[src/rtl/pipe_hazard_ctrl.sv]
// pipe_hazard_ctrl: stall/flush controller for the 5-stage pipeline.
// Resolves memory freezes, taken-branch flushes and load-use stalls under a
// fixed priority, with a sticky stall watchdog.
// Optional macro PIPE_HAZARD_CTRL_PERF_EN adds stall/flush performance counters;
// when undefined, both perf outputs are tied to zero.
module pipe_hazard_ctrl #(
    parameter int unsigned FLUSH_CYCLES = 1,
    parameter int unsigned MAX_STALL    = 64,
    parameter int unsigned CNT_W        = 16
) (
    input  logic        clk,
    input  logic        rst,
    input  logic [4:0]  id_rs1,
    input  logic [4:0]  id_rs2,
    input  logic        id_rs1_used,
    input  logic        id_rs2_used,
    input  logic        ex_is_load,
    input  logic [4:0]  ex_rd,
    input  logic        ex_branch_taken,
    input  logic        mem_req,
    input  logic        mem_ready,
    output logic        pc_we,
    output logic [3:0]  pr_we,
    output logic [3:0]  pr_nop,
    output logic        stall_timeout,
    output logic [31:0] perf_stall_cnt,
    output logic [31:0] perf_flush_cnt
);

    localparam int unsigned FC_W = 4;

    typedef enum logic {
        RUN   = 1'b0,
        FLUSH = 1'b1
    } state_t;

    state_t            state_q, state_d;
    logic [FC_W-1:0]   fcnt_q, fcnt_d;
    logic [CNT_W-1:0]  wd_q;
    logic              timeout_q;
    logic              freeze;
    logic              load_use;

    assign freeze   = mem_req & ~mem_ready;
    assign load_use = ex_is_load & (ex_rd != 5'd0) &
                      ((id_rs1_used & (id_rs1 == ex_rd)) |
                       (id_rs2_used & (id_rs2 == ex_rd)));

    // Flush state machine and flush-length counter register
    always_ff @(posedge clk or posedge rst) begin
        if (rst) begin
            state_q <= RUN;
            fcnt_q  <= '0;
        end else begin
            state_q <= state_d;
            fcnt_q  <= fcnt_d;
        end
    end

    // Priority resolution: freeze > branch > flush > load-use > run
    always_comb begin
        state_d = state_q;
        fcnt_d  = fcnt_q;
        pc_we   = 1'b1;
        pr_we   = 4'b1111;
        pr_nop  = 4'b0000;
        if (rst) begin
            pc_we  = 1'b0;
            pr_we  = 4'b0000;
        end else if (freeze) begin
            pc_we  = 1'b0;
            pr_we  = 4'b0000;
        end else if (ex_branch_taken) begin
            pr_nop = 4'b0011;
            if (FLUSH_CYCLES > 1) begin
                state_d = FLUSH;
                fcnt_d  = FC_W'(FLUSH_CYCLES - 1);
            end else begin
                state_d = RUN;
                fcnt_d  = '0;
            end
        end else if (state_q == FLUSH) begin
            pr_nop = 4'b0001;
            fcnt_d = fcnt_q - FC_W'(1);
            if (fcnt_q == FC_W'(1)) begin
                state_d = RUN;
            end
        end else if (load_use) begin
            pc_we  = 1'b0;
            pr_we  = 4'b1110;
            pr_nop = 4'b0010;
        end
    end

    // Watchdog: counts consecutive freeze cycles, sets a sticky timeout flag
    always_ff @(posedge clk or posedge rst) begin
        if (rst) begin
            wd_q      <= '0;
            timeout_q <= 1'b0;
        end else if (freeze) begin
            if (wd_q < CNT_W'(MAX_STALL)) begin
                wd_q <= wd_q + CNT_W'(1);
            end
            if (wd_q >= CNT_W'(MAX_STALL - 1)) begin
                timeout_q <= 1'b1;
            end
        end else begin
            wd_q <= '0;
        end
    end

    assign stall_timeout = timeout_q;

`ifdef PIPE_HAZARD_CTRL_PERF_EN
    logic        stall_inc;
    logic        flush_inc;
    logic [31:0] perf_stall_q;
    logic [31:0] perf_flush_q;

    assign stall_inc = freeze |
                       (load_use & ~ex_branch_taken & (state_q == RUN));
    assign flush_inc = ~freeze & (ex_branch_taken | (state_q == FLUSH));

    // Wrapping performance counters for effective stall and flush cycles
    always_ff @(posedge clk or posedge rst) begin
        if (rst) begin
            perf_stall_q <= '0;
            perf_flush_q <= '0;
        end else begin
            if (stall_inc) begin
                perf_stall_q <= perf_stall_q + 32'd1;
            end
            if (flush_inc) begin
                perf_flush_q <= perf_flush_q + 32'd1;
            end
        end
    end

    assign perf_stall_cnt = perf_stall_q;
    assign perf_flush_cnt = perf_flush_q;
`else
    assign perf_stall_cnt = 32'd0;
    assign perf_flush_cnt = 32'd0;
`endif

endmodule

[config.mk]
export PLATFORM = sky130hd
export DESIGN_NAME = pipe_hazard_ctrl
export DESIGN_NICKNAME = d
export VERILOG_FILES = /design/src/rtl/pipe_hazard_ctrl.sv
export SDC_FILE = /design/constraint.sdc
export NUM_CORES = 1
export LEC_CHECK = 0
export ABC_AREA = 1
export BUFFER_PORTS_ARGS = -buffer_cell sky130_fd_sc_hd__buf_2
export CORE_MARGIN = 4
export CORE_UTILIZATION = 30
export CTS_CLUSTER_DIAMETER = 80
export DETAILED_ROUTE_END_ITERATION = 16
export PLACE_DENSITY_LB_ADDON = 0.25
export SLEW_MARGIN = 10
export SYNTH_ARGS = -nofsm -noshare
export SYNTH_HDL_FRONTEND = slang
export SYNTH_SLANG_ARGS = --single-unit
[constraint.sdc]
create_clock -name clk -period 1.41 [get_ports clk]
set_clock_uncertainty 0.05 [all_clocks]
set_input_delay 0.282 -clock clk [delete_from_list [all_inputs] [get_ports clk]]
set_output_delay 0.282 -clock clk [all_outputs]
set_load 0.02 [all_outputs]
Word level (Yosys, flattened, before mapping) --
Cells that the tools add are included.
Operators by class: equal/unequal tests 4, add/sub/neg operators 2, $lt $le $gt $ge 2, shift operators 0, multipliers 0, mux-type cells 22, bitwise operators 9, div/mod/pow operators 0, reduce and logical (&&, ||, !) cells 5
Operators with widths (count):
- 16-bit two-way mux | 2
- 16-bit by 1-bit adder with 16-bit output, second input constant | 1
- 16-bit by 6-bit greater-or-equal comparator with 1-bit output, second input constant | 1
- 16-bit by 7-bit less-than comparator with 1-bit output, second input constant | 1
- 4-bit two-way mux | 4
- 1-bit two-way mux | 11
- 5-bit == test | 2
- 2-bit two-way mux | 5
- 1-bit bitwise AND | 5
- 5-bit nonzero test | 1
- 4-bit by 1-bit == test with 1-bit output, second input constant | 1
- 2-bit AND reduction | 2
- 4-bit by 1-bit subtractor with 4-bit output, second input constant | 1
- 1-bit inverter | 3
- 3-bit AND reduction | 1
- 2-bit by 1-bit != test with 1-bit output, second input constant | 1
- 2-bit nonzero test | 1
- 1-bit OR | 1
Storage, ports and cells: logic and storage cells 48, bits of input ports 23, flip-flop bits (word level) 22, RAM bits 0, output and inout bits 74, latch bits 0, memories kept 0, bits in read-only memories 0

Logic depth before layout (Yosys ltp) --
Gate-level depths: netlist (run 1).
depth in word-level cells 9, gate-level depth with buffers 10, gate-level depth less buffers 9

Least setup slack after synthesis (run 1) --
Ideal clock, no wire load.
path type input to output, from input rst, to output pr_we[0], cell stages on the path 6, arrival 1336 ps, required time 1078 ps, buffers on the path 1, setup slack -258 ps, cells stage by stage inv_2 nand2_2 inv_2 nand2_1 nand2_1 buf_4
On the way: word-level cells in the longest chain between the ends 1
RTL lines:
- from (decl) | RTL line 12 | input logic rst,
- 4-bit two-way mux | RTL line 67 | if (rst) begin
- to (decl) | RTL line 23 | output logic [3:0] pr_we,
No other way between the ends.

Worst setup path after layout (run 1) --
from register state_q, to output pr_we[0]
On the way: word-level cells in the longest chain between the ends 4
RTL lines:
- from (decl) | RTL line 37 | state_t state_q, state_d;
- from (signal assigned) | RTL line 55 | state_q <= state_d;
- 1-bit two-way mux | RTL line 82 | end else if (state_q == FLUSH) begin
- 1-bit two-way mux | RTL line 73 | end else if (ex_branch_taken) begin
- 4-bit two-way mux | RTL line 70 | end else if (freeze) begin
- 4-bit two-way mux | RTL line 67
No other way between the ends.

==> results of run 1 <==
## cells by family (layout without fill, tap and decap cells)
kind of cell / Yosys count / count (layout) / share of synthesized area
other: 1 / 66 / 0.00208
and+or+nand+nor: 105 / 105 / 0.249
buffers and inverters: 109 / 84 / 0.372
DFF: 22 / 22 / 0.306
xor gates and xnor gates: 3 / 3 / 0.0146
AOI/OAI and AO/OA: 10 / 10 / 0.0368
adders and majority gates: 3 / 3 / 0.0208
## synth_stat cells, drive strengths merged
| library cell | n |
|---|---|
| nor2 | 30 |
| nand2 | 55 |
| dfrtp | 22 |
| xor2 | 2 |
| a21oi | 1 |
| nor3 | 2 |
| a31oi | 1 |
| o21ai | 7 |
| a311oi | 1 |
| nand4 | 7 |
| xnor2 | 1 |
| conb | 1 |
| inv | 39 |
| buf | 70 |
| nand3 | 11 |
| ha | 3 |
## state kept, by name, indices dropped and copies added, names as in the netlist
register,cells
wd_q,16
fcnt_q,4
stall_timeout,1
state_q,1
## report_power, final
part	leakage [nW]	internal, mW	total, mW	switching [mW]
Combinational	0.845	0.164	0.515	0.352
Sequential	0.300	0.679	0.714	0.0350
Clock	0.0288	0.248	0.443	0.195
Total	1.17	1.09	1.67	0.581
## layer usage
layer | wire length [microns] | track usage
met5 | 0 | 0
met4 | 17 | 0.0216
met3 | 316 | 0.0125
met2 | 1570 | 0.133
met1 | 1470 | 0.116
## layout make-up
| cell class | count | area share |
|---|---|---|
| multi-input cells | 187 | 0.418 |
| inverters | 39 | 0.0762 |
| clock buffers | 4 | 0.0268 |
| repair buffers | 41 | 0.167 |
| flip-flops and latches | 22 | 0.268 |
| well taps | 72 | 0.0439 |
## layout by cell type, fill, tap and decap left out, drive strengths merged
| cell | count |
|---|---|
| xnor2 | 1 |
| nand3 | 11 |
| a31oi | 1 |
| nand4 | 7 |
| nor2 | 30 |
| ha | 3 |
| conb | 66 |
| dfrtp | 22 |
| o21ai | 7 |
| a21oi | 1 |
| xor2 | 2 |
| buf | 41 |
| a311oi | 1 |
| inv | 39 |
| nor3 | 2 |
| nand2 | 55 |
| clkbuf | 4 |
## critical path: stages, from the launching register on
cell and delay, ps:
dfrtp_1 380, inv_2 60, nand3_2 70, inv_2 50, nand2_1 40, nand2_1 60, nand2_2 60, buf_6 130
## path summary, 6_finish.rpt
path	from	end	slack [ps]	cells past startpoint
setup / recovery	state_q	pr_we[0]	-30	7
hold / removal	rst	wd_q[12]	20	3
setup reg to reg	wd_q[6]	wd_q[4]	180	6
hold reg to reg	stall_timeout	stall_timeout	430	2
max in group asynchronous	rst	fcnt_q[0]	1070	3
min in group clk	ex_branch_taken	fcnt_q[1]	300	4
## stage by stage
step / hold slack, ps / TNS, ps
global route: 43.6 / -316
floorplan: 19.2 / 0
global placement: 315 / -180
CTS: 31.1 / -100
finish: 20.0 / -63.1
detailed placement: 316 / -172
## what timing repair did
item / CTS / global route
pin swaps: 9 / 20
buffers inserted: 1 / 1
gates resized for setup: 19 / 24
endpoints found under the setup margin: 3 / 4
==> results.toml, run 1 <==
[run_status]
status = "complete, but fails checks"
violations = "setup timing"

[drt]
via_per_inst = 3.75
drt_first_pass_iters = 4
drc = 0
routed_wl_microns = 3370
vias = 1370
ant_nets = 0
detail_route.wl_per_cell_microns = 9.24
drt-initial-drc-count = 65

[grt]
antenna_found_initial = 0
grt_usage = 0.0829
gr-total-overflow = 0
grt_pass1_wl_microns = 5080
grt_max_degree = 23
grt_pass1_vias = 1168

[critical_path]
cp_max_fo = 2
critical_path_required_ps = 1080
path_class = "register to output pin"
crit_path_end_kind = "output pin"
worstPathArrival_ps = 1110
start_kind = "register"

[synthesis]
syn_area_per_cell_sq_um = 7.12
synth.area.top_cells = "dfrtp_1 (31%), buf_4 (29%), nand2_1 (11%), inv_1 (7.3%), nor2_1 (5.8%)"
synth_seq_cells = 22
syn_area_sq_um = 1800
synth_cell_types = 22
synth_top_area_frac = 0.306
netlist_instances = 253
yosys_warnings = 0
synth_seq_area_share = 0.306
synth_top_area_cell = "dfrtp_1"

[final_layout]
fin_area_sq_um = 2050
n_antenna_cell = 0
seqCellArea_sq_um = 551
multi_input_area_sq_um = 858
fin_util = 0.362
num-fill-cells = 627
nNetsFinal = 320
areaGrowthSynthToFinish_pct = 14.0
drive_gt1_frac = 0.256
finalNonFillerCells = 365

[clocking]
cts_tree = "built"
htreeDepth = 1
clkSlewWorstSetupHoldPaths_ps = 80
clk_latency_ps = 260
cts_buffers = 3
numClockSinks = 22
ctsLongestPathBuffers = 2
root_buffer = "clkbuf_8"
cts_hold_repair.buffers = 0

[timing]
fin_crit_ps = 1440
hold_violations = 0
fin_ws_ps = -31.9
rsz0062_at_grt = "true"
fin_crit_sh = 1.02
setup_viol = 2
clock.fmax_mhz = 694
drv_slew = 0

[placement]
portBuffers = 30
dp_slack_ps = -72.7
dp_hpwl_microns = 2710
post-place-cells = 359
globalplace.congestion = 0.786
placed_area_sq_um = 1850

[floorplan]
start_util = 0.317
die_w_microns = 85.5
rows = 27
core_area_sq_um = 5680
io_pins = 97
dieArea_sq_um = 7310
die_y_microns = 85.5

[pwr]
power.density_nw_per_um2 = 814
leakagePower_nw = 1.17
power_mw = 1.67
ir_drop_uv = 309

[run]
cap_violations = 0

[hold_path]
hold_class = "primary input to asynchronous set/reset pin"
Power figures use the tool's default switching activity.
==> run 2: changes to the inputs <==
Settings changed: CORE_ASPECT_RATIO set to 1.4, TNS_END_PERCENT set to 5.
==> run 2 against run 1 <==
Against the previous run: core utilization shrank 2.6 points; cell area is 4.1% lower; register-to-register slack worse by 70 ps; die area up 0.24%; clock power down 0.9%; critical path type unchanged; sequential share of layout area is 1.2 points higher; the run still ends with setup timing left; largest power group unchanged.
==> results.toml, run 2 (synthesized netlist as in run 1, its figures left out) <==
[run_status]
status = "complete, but fails checks"
violations = "setup timing"

[pwr]
ir_drop_uv = 477
p_clk_frac = 0.266
leakagePower_nw = 1.14
p_switching_uw = 571
seqPwrFrac = 0.432
swShare = 0.346
power.density_nw_per_um2 = 837
p_comb_frac = 0.301
cell_internal_pwr_mw = 1.08
power_mw = 1.65

[grt]
grt_max_degree = 23
gr-usage-met3 = 0.0142
use_met2 = 0.154
grtUsageMet1 = 0.0963
gr-total-overflow = 0
busiest_layer = "met2"
grt_pass1_vias = 1170
antenna_found_initial = 0
grt_pass1_wl_microns = 5000
grt_usage = 0.0853

[hold_path]
hold_class = "primary input to asynchronous set/reset pin"

[drt]
ant_nets = 0
drt-initial-drc-count = 38
routed_wl_microns = 3270
detail_route.wl_per_cell_microns = 9.13
drc = 0
via_per_inst = 3.73
drt_first_pass_iters = 4
vias = 1335

[clocking]
root_buffer = "clkbuf_8"
clkSlewWorstSetupHoldPaths_ps = 80
htreeDepth = 1
cts_tree = "built"
clk_latency_ps = 260
numClockSinks = 22
ctsLongestPathBuffers = 2
cts_buffers = 3
cts_hold_repair.buffers = 0

[floorplan]
core_area_sq_um = 5860
rows = 33
io_pins = 97
dieArea_sq_um = 7330
start_util = 0.307
die_w_microns = 73.5
die_y_microns = 99.7

[critical_path]
cp_max_fo = 2
path_class = "register to output pin"
crit_path_end = "pr_we[0]"
start_kind = "register"
timing.rr.end = "wd_q[4]"
crit_path_end_kind = "output pin"
rrSetupSlack_ps = 110
startpoint = "state_q"
r2r-start = "wd_q[12]"
critical_path_required_ps = 1080
reg2reg_depth = 6
worstPathArrival_ps = 1130

[placement]
dp_hpwl_microns = 2670
portBuffers = 30
globalplace.congestion = 0.870
dp_slack_ps = -56.0

[timing]
hold_violations = 0
setup_viol = 3
rsz0062_at_grt = "true"
fin_ws_ps = -49.7
fin_crit_sh = 1.04
fin_crit_ps = 1460
setup_tns_ps = -121
clock.fmax_mhz = 685
drv_slew = 0

[final_layout]
largest_register_ffs = 16
areaGrowthSynthToFinish_pct = 9.24
top_register = "wd_q"
reg_top3 = "wd_q x16, fcnt_q x4"
drive_gt1_frac = 0.229
most-common-layout-cells = "conb_1 (66), nand2_1 (47), inv_1 (27), nor2_1 (26), dfrtp_1 (22)"
n_antenna_cell = 0
nNetsFinal = 315
mostFrequentLayoutCell = "conb_1"

[run]
cap_violations = 0
run 2: changes by cell type in the layout (fill, tap and decap cells not counted):
cell	change
buf_6	-4
inv_1	+1
buf_4	-4
inv_2	-1
buf_2	+4
nand2_1	+3
nand2_2	-3
buf_12	-1
run 2: area by class of cell:
type                       instances  area, sq um
tap                               70         87.6
fill                             645         3890
multi-input combinational        187          851
timing repair buffer              36          268
sequential                        22          551
clock buffer                       4         55.1
inverter                          39          156
run 2: power by group through the flow:
| stage | registers (mW) | logic [mW] | clock network (mW) |
|---|---|---|---|
| floorplan | 0.726 | 0.498 | 0 |
| global placement | 0.725 | 0.458 | 0 |
| detailed placement | 0.725 | 0.463 | 0 |
| CTS | 0.712 | 0.485 | 0.461 |
| global route | 0.721 | 0.558 | 0.489 |
| finish | 0.712 | 0.497 | 0.439 |
run 2: critical path: stages (launching register included):
cell and delay [ps]:
dfrtp_1 370, inv_2 70, nand3_2 70, inv_2 60, nand2_1 50, nand2_1 60
nand2_2 60, buf_6 130
run 2: per-stage QoR:
step | hold WS (ps) | utilization | cell area (sq um) | cells
2_1_floorplan | 19.2 | - | 2060 | 318
3_3_place_gp | 325 | 0.308 | 1810 | 353
3_5_place_dp | 327 | 0.308 | 1810 | 353
4_1_cts | 42.4 | 0.328 | 1920 | 358
5_1_grt | 49.9 | 0.336 | 1970 | 358
6_report | 29.2 | 0.336 | 1970 | 358
run 2: repair_timing:
action                     4_1_cts  5_1_grt
setup endpoints to repair        3        9
pin swaps                       11       12
setup buffers                    1        0
gates resized for setup         21       13
run 2: worst min path at each step:
stage | from | end | slack (ps) | depth (start not counted)
2_1_floorplan | rst | fcnt_q[0] | 20 | 1
3_3_place_gp | rst | wd_q[2] | 330 | 3
3_5_place_dp | rst | wd_q[2] | 330 | 3
4_1_cts | rst | wd_q[8] | 40 | 3
5_1_grt | rst | wd_q[2] | 50 | 3
6_report | rst | wd_q[1] | 30 | 3
run 2: routing by layer:
metal | wire (microns) | share of wire
met2 | 1710 | 0.52
met5 | 0 | 0
met3 | 324 | 0.099
met1 | 1200 | 0.37
met4 | 40 | 0.012
